**src/rtl/result_packer.sv**
```systemverilog
// Packs DATA_W-bit results into MEM_WORD_SIZE-bit words via an auto-incrementing slot pointer.
// One-cycle accept latency; result_ready_o drops while a finished word waits for word_ready_i.
module result_packer #(
    parameter int DATA_W        = 32,
    parameter int MEM_WORD_SIZE = 64
) (
    input  logic                          clk_i,
    input  logic                          rst_i,
    input  logic                          result_valid_i,
    input  logic [DATA_W-1:0]             result_i,
    output logic                          result_ready_o,
    input  logic                          flush_i,
    output logic                          word_valid_o,
    output logic [MEM_WORD_SIZE-1:0]      word_o,
    output logic [MEM_WORD_SIZE/DATA_W-1:0] slot_mask_o,
    input  logic                          word_ready_i,
    output logic [$clog2(MEM_WORD_SIZE/DATA_W+1)-1:0] fill_count_o
);

    localparam int SLOTS = MEM_WORD_SIZE / DATA_W;
    localparam int PTR_W = $clog2(SLOTS + 1);

    generate
        if ((MEM_WORD_SIZE % DATA_W) != 0 || SLOTS < 2) begin : g_bad_params
            $error("result_packer: MEM_WORD_SIZE must be a multiple of DATA_W with at least 2 slots");
        end
    endgenerate

    typedef enum logic {
        S_FILL = 1'b0,
        S_HOLD = 1'b1
    } state_t;

    state_t                   state_q, state_d;
    logic [MEM_WORD_SIZE-1:0] word_q, word_d;
    logic [SLOTS-1:0]         mask_q, mask_d;
    logic [PTR_W-1:0]         count_q, count_d;
    logic                     accept;

    assign accept = result_valid_i && (state_q == S_FILL);

    always_ff @(posedge clk_i) begin
        if (rst_i) begin
            state_q <= S_FILL;
            word_q  <= '0;
            mask_q  <= '0;
            count_q <= '0;
        end else begin
            state_q <= state_d;
            word_q  <= word_d;
            mask_q  <= mask_d;
            count_q <= count_d;
        end
    end

    // A flush only closes the word if it would carry at least one result.
    always_comb begin
        state_d = state_q;
        case (state_q)
            S_FILL: begin
                if (accept && (count_q + PTR_W'(1) == PTR_W'(SLOTS))) begin
                    state_d = S_HOLD;
                end else if (flush_i && ((count_q != '0) || accept)) begin
                    state_d = S_HOLD;
                end
            end
            S_HOLD: begin
                if (word_ready_i) begin
                    state_d = S_FILL;
                end
            end
            default: state_d = S_FILL;
        endcase
    end

    always_comb begin
        word_d  = word_q;
        mask_d  = mask_q;
        count_d = count_q;
        if (state_q == S_HOLD) begin
            if (word_ready_i) begin
                word_d  = '0;
                mask_d  = '0;
                count_d = '0;
            end
        end else if (accept) begin
            for (int k = 0; k < SLOTS; k++) begin
                if (count_q == PTR_W'(k)) begin
                    word_d[k*DATA_W +: DATA_W] = result_i;
                    mask_d[k]                  = 1'b1;
                end
            end
            count_d = count_q + PTR_W'(1);
        end
    end

    always_comb begin
        result_ready_o = (state_q == S_FILL);
        word_valid_o   = (state_q == S_HOLD);
    end

    assign word_o       = word_q;
    assign slot_mask_o  = mask_q;
    assign fill_count_o = count_q;

endmodule

```
**config.mk**
```make
export PLATFORM = sky130hd
export DESIGN_NAME = result_packer
export DESIGN_NICKNAME = d
export VERILOG_FILES = /design/src/rtl/result_packer.sv
export SDC_FILE = /design/constraint.sdc
export NUM_CORES = 1
export LEC_CHECK = 0
export CORE_MARGIN = 2
export CORE_UTILIZATION = 41
export DETAILED_ROUTE_END_ITERATION = 7
export PLACE_DENSITY_LB_ADDON = 0.08
export SYNTH_ARGS = -nofsm -noshare
export SYNTH_HDL_FRONTEND = slang
export SYNTH_SLANG_ARGS = --single-unit
export TNS_END_PERCENT = 1
```
**constraint.sdc**
```tcl
create_clock -name clk_i -period 1.75 [get_ports clk_i]
set_clock_uncertainty 0.15 [all_clocks]
set_input_delay 0.175 -clock clk_i [delete_from_list [all_inputs] [get_ports clk_i]]
set_output_delay 0.175 -clock clk_i [all_outputs]
set_load 0.02 [all_outputs]
```
==> flow_metrics.env <==
export IMPL_synthDominantCellAreaShare_pct=57.8
export IMPL_clock_sinks=69
export IMPL_n_antenna_cell=0
export IMPL_combPwrFrac_pct=19.5
export IMPL_grt_pass1_wl_mm=10.1
export IMPL_cts_made_buffers=9
export IMPL_crit_arrival_ns=1.37
export IMPL_dp_cells=345
export IMPL_syn_area_per_cell_sq_um=13.6
export IMPL_critPathLaunchType="register"
export IMPL_postCtsSetupBuffers=0
export IMPL_finalWeightedCongestion=0.732
export IMPL_routed_via_density=5.64
export IMPL_dpl_hpwl_mm=4.28
export IMPL_fp_dieH_microns=80.3
export IMPL_max_freq_ghz=0.590
export IMPL_power_density_mw_per_mm2=1030
export IMPL_switching_power_mw=1.00
export IMPL_cpPeakStageDelay_ns=0.64
export IMPL_clk_pin_slew_ns=0.07
export IMPL_synth_area_sq_mm=0.00239
export IMPL_yosysSeqAreaShare_pct=57.8
export IMPL_cp_slowest_cell="clkdlybuf4s50_1"
export IMPL_slew_headroom_pct=77.4
export IMPL_clk_latency_ns=0.33
export IMPL_first_iter_violations=73
export IMPL_cp_max_fo=4
export IMPL_finalSetupViolCount=0
export IMPL_drtPass1Iterations=4
export IMPL_netlist_instances=176
export IMPL_hold_viol=0
export IMPL_track_usage_pct=20.5
export IMPL_tightestPinTransition_ns=0.338
export IMPL_crit_type="reg2out"
export IMPL_leakagePower_nw=1.38
export IMPL_wl_per_cell_microns=17.3
export IMPL_die_w_microns=80.3
export IMPL_cts_tree="built"
export IMPL_final_cells=361
export IMPL_fill_cells=461
export IMPL_critPathRequiredTime_ns=1.42
export IMPL_p_sw_share_pct=26.0
export IMPL_ys_ff_latch=69
export IMPL_path_buf_inv=1
export IMPL_synth_distinct_cells=23
export IMPL_numPortBuffers=106
export IMPL_crit_chain="clkdlybuf4s50_1"
export IMPL_sequentialPowerShare_pct=44.9
export IMPL_peakVddDrop_uv=862
export IMPL_drt_wl_total_mm=6.26
export IMPL_layout_common_cells="clkdlybuf4s50_1, dfxtp_1, a32o_1, buf_4, clkbuf_8"
export IMPL_min_path_type="in2reg"
export IMPL_core_area_sq_mm=0.00557
export IMPL_cts_buffer_depth=2
export IMPL_min_period_ns=1.69
export IMPL_rsz0062_at_grt="false"
export IMPL_nets=323
export IMPL_status="completed"
export IMPL_htreeDepth=3
export IMPL_rows=27
export IMPL_whs_ns=0.312
export IMPL_globalRoute_totalOverflow=0
export IMPL_yosys_area_top_type="dfxtp_1"
export IMPL_slew_violations=0
export IMPL_boundaryPins=107
export IMPL_grt_pass1_vias=2054
export IMPL_synthToLayoutAreaGrowth_pct=56.3
export IMPL_antenna_left=0
export IMPL_root_buffer="clkbuf_8"
export IMPL_antenna_found_initial=0
export IMPL_start_util_pct=42.9
export IMPL_drive_above_1_share_pct=12.1
export IMPL_via_count=2037
export IMPL_clock_power_share_pct=35.5
export IMPL_drv_cap=0
export IMPL_ctsHoldBuffers=0
export IMPL_syn_nets=215
export IMPL_p_int_mw=2.85
export IMPL_grt_max_degree=40
export IMPL_finalCritPeriodShare_pct=96.8
export IMPL_layout_commonest_cell="clkdlybuf4s50_1"
export IMPL_final_util_pct=67.0
export IMPL_synth_area_top_cells="dfxtp_1, a32o_1, buf_12"
export IMPL_critical_path_top_delay_family="buffers and inverters"
export IMPL_yosysWarnings=0
export IMPL_drc=0
export IMPL_end_kind="output pin"
export IMPL_dieArea_sq_mm=0.00646
-- power groups by stage --
stage	sequential (mW)	clock, mW	combinational [mW]
after global routing	1.74	1.48	0.799
after floorplan	1.89	0	0.253
after detailed placement	1.77	0	0.761
after CTS	1.73	1.40	0.763
final	1.73	1.37	0.753
after global placement	1.77	0	0.753
-- repair_timing --
action	4_1_cts	5_1_grt
hold endpoints to repair	0	0
endpoints found under the setup margin	1	1
gates resized for setup	1	1
-- state kept, by name, summed over array words and instances (netlist names) --
register,count
word_valid_o,1
fill_count_o,2
slot_mask_o,2
word_o,64
-- cell usage after synthesis, drive strengths merged --
cell type   n
a211o       1
a21o        2
a21oi       1
a32o       64
and4bb      1
buf        18
clkbuf      4
dfxtp      69
ha          2
inv         4
mux2        1
nand3b      2
nand4bb     1
nor2b       1
nor4bb      1
o311a       1
o31ai       2
or4b        1
-- metrics by stage --
| stage | setup slack [ns] | area (sq um) | total power [mW] | TNS (ns) |
|---|---|---|---|---|
| after floorplan | 0.0607 | 2390 | 2.14 | 0 |
| after global placement | 0.00112 | 3520 | 2.52 | 0 |
| after detailed placement | -0.0338 | 3520 | 2.53 | -0.532 |
| after CTS | 0.0423 | 3730 | 3.89 | 0 |
| after global routing | 0.00167 | 3730 | 4.02 | 0 |
| final | 0.0564 | 3730 | 3.86 | 0 |
-- final cells by class --
| cell class | count | area, sq um | share of cell area, % |
|---|---|---|---|
| multi-input cells | 81 | 837 | 22.4 |
| inverters | 4 | 15.0 | 0.402 |
| well taps | 72 | 90.1 | 2.41 |
| clock inverters | 7 | 90.1 | 2.41 |
| flip-flops and latches | 69 | 1380 | 37.0 |
| repair buffers | 119 | 1200 | 32.1 |
| clock buffers | 9 | 124 | 3.32 |
-- per-layer routing --
| metal | track usage [%] | wire length [microns] | up-vias |
|---|---|---|---|
| li1 | - | - | 950 |
| met1 | 25.9 | 2630 | 1006 |
| met2 | 32.8 | 3190 | 75 |
| met3 | 7.64 | 371 | 6 |
| met4 | 5.76 | 66 | 0 |
| met5 | 0 | 0 | - |
-- final timing paths --
kind | from | cells past startpoint | slack, ns | end
setup / recovery | fill_count_o[0] | 1 | 0.06 | fill_count_o[0]
hold / removal | result_i[1] | 2 | 0.31 | word_o[1]
setup reg to reg | fill_count_o[0] | 5 | 0.17 | word_o[28]
hold reg to reg | slot_mask_o[1] | 1 | 0.31 | slot_mask_o[1]
-- cells by family (layout without fill, tap and decap cells) --
| kind of cell | after synthesis | after routing | share of synthesized area [%] |
|---|---|---|---|
| adder cells (fa/ha/maj) | 2 | 2 | 1.05 |
| AND/OR/NAND/NOR | 7 | 7 | 3.25 |
| flip-flops | 69 | 69 | 57.8 |
| multiplexers | 1 | 1 | 0.471 |
| AO/OA/AOI/OAI | 71 | 71 | 29.3 |
| buffers and inverters | 26 | 139 | 8.11 |
No activity file was read; power rests on OpenSTA's default activity.
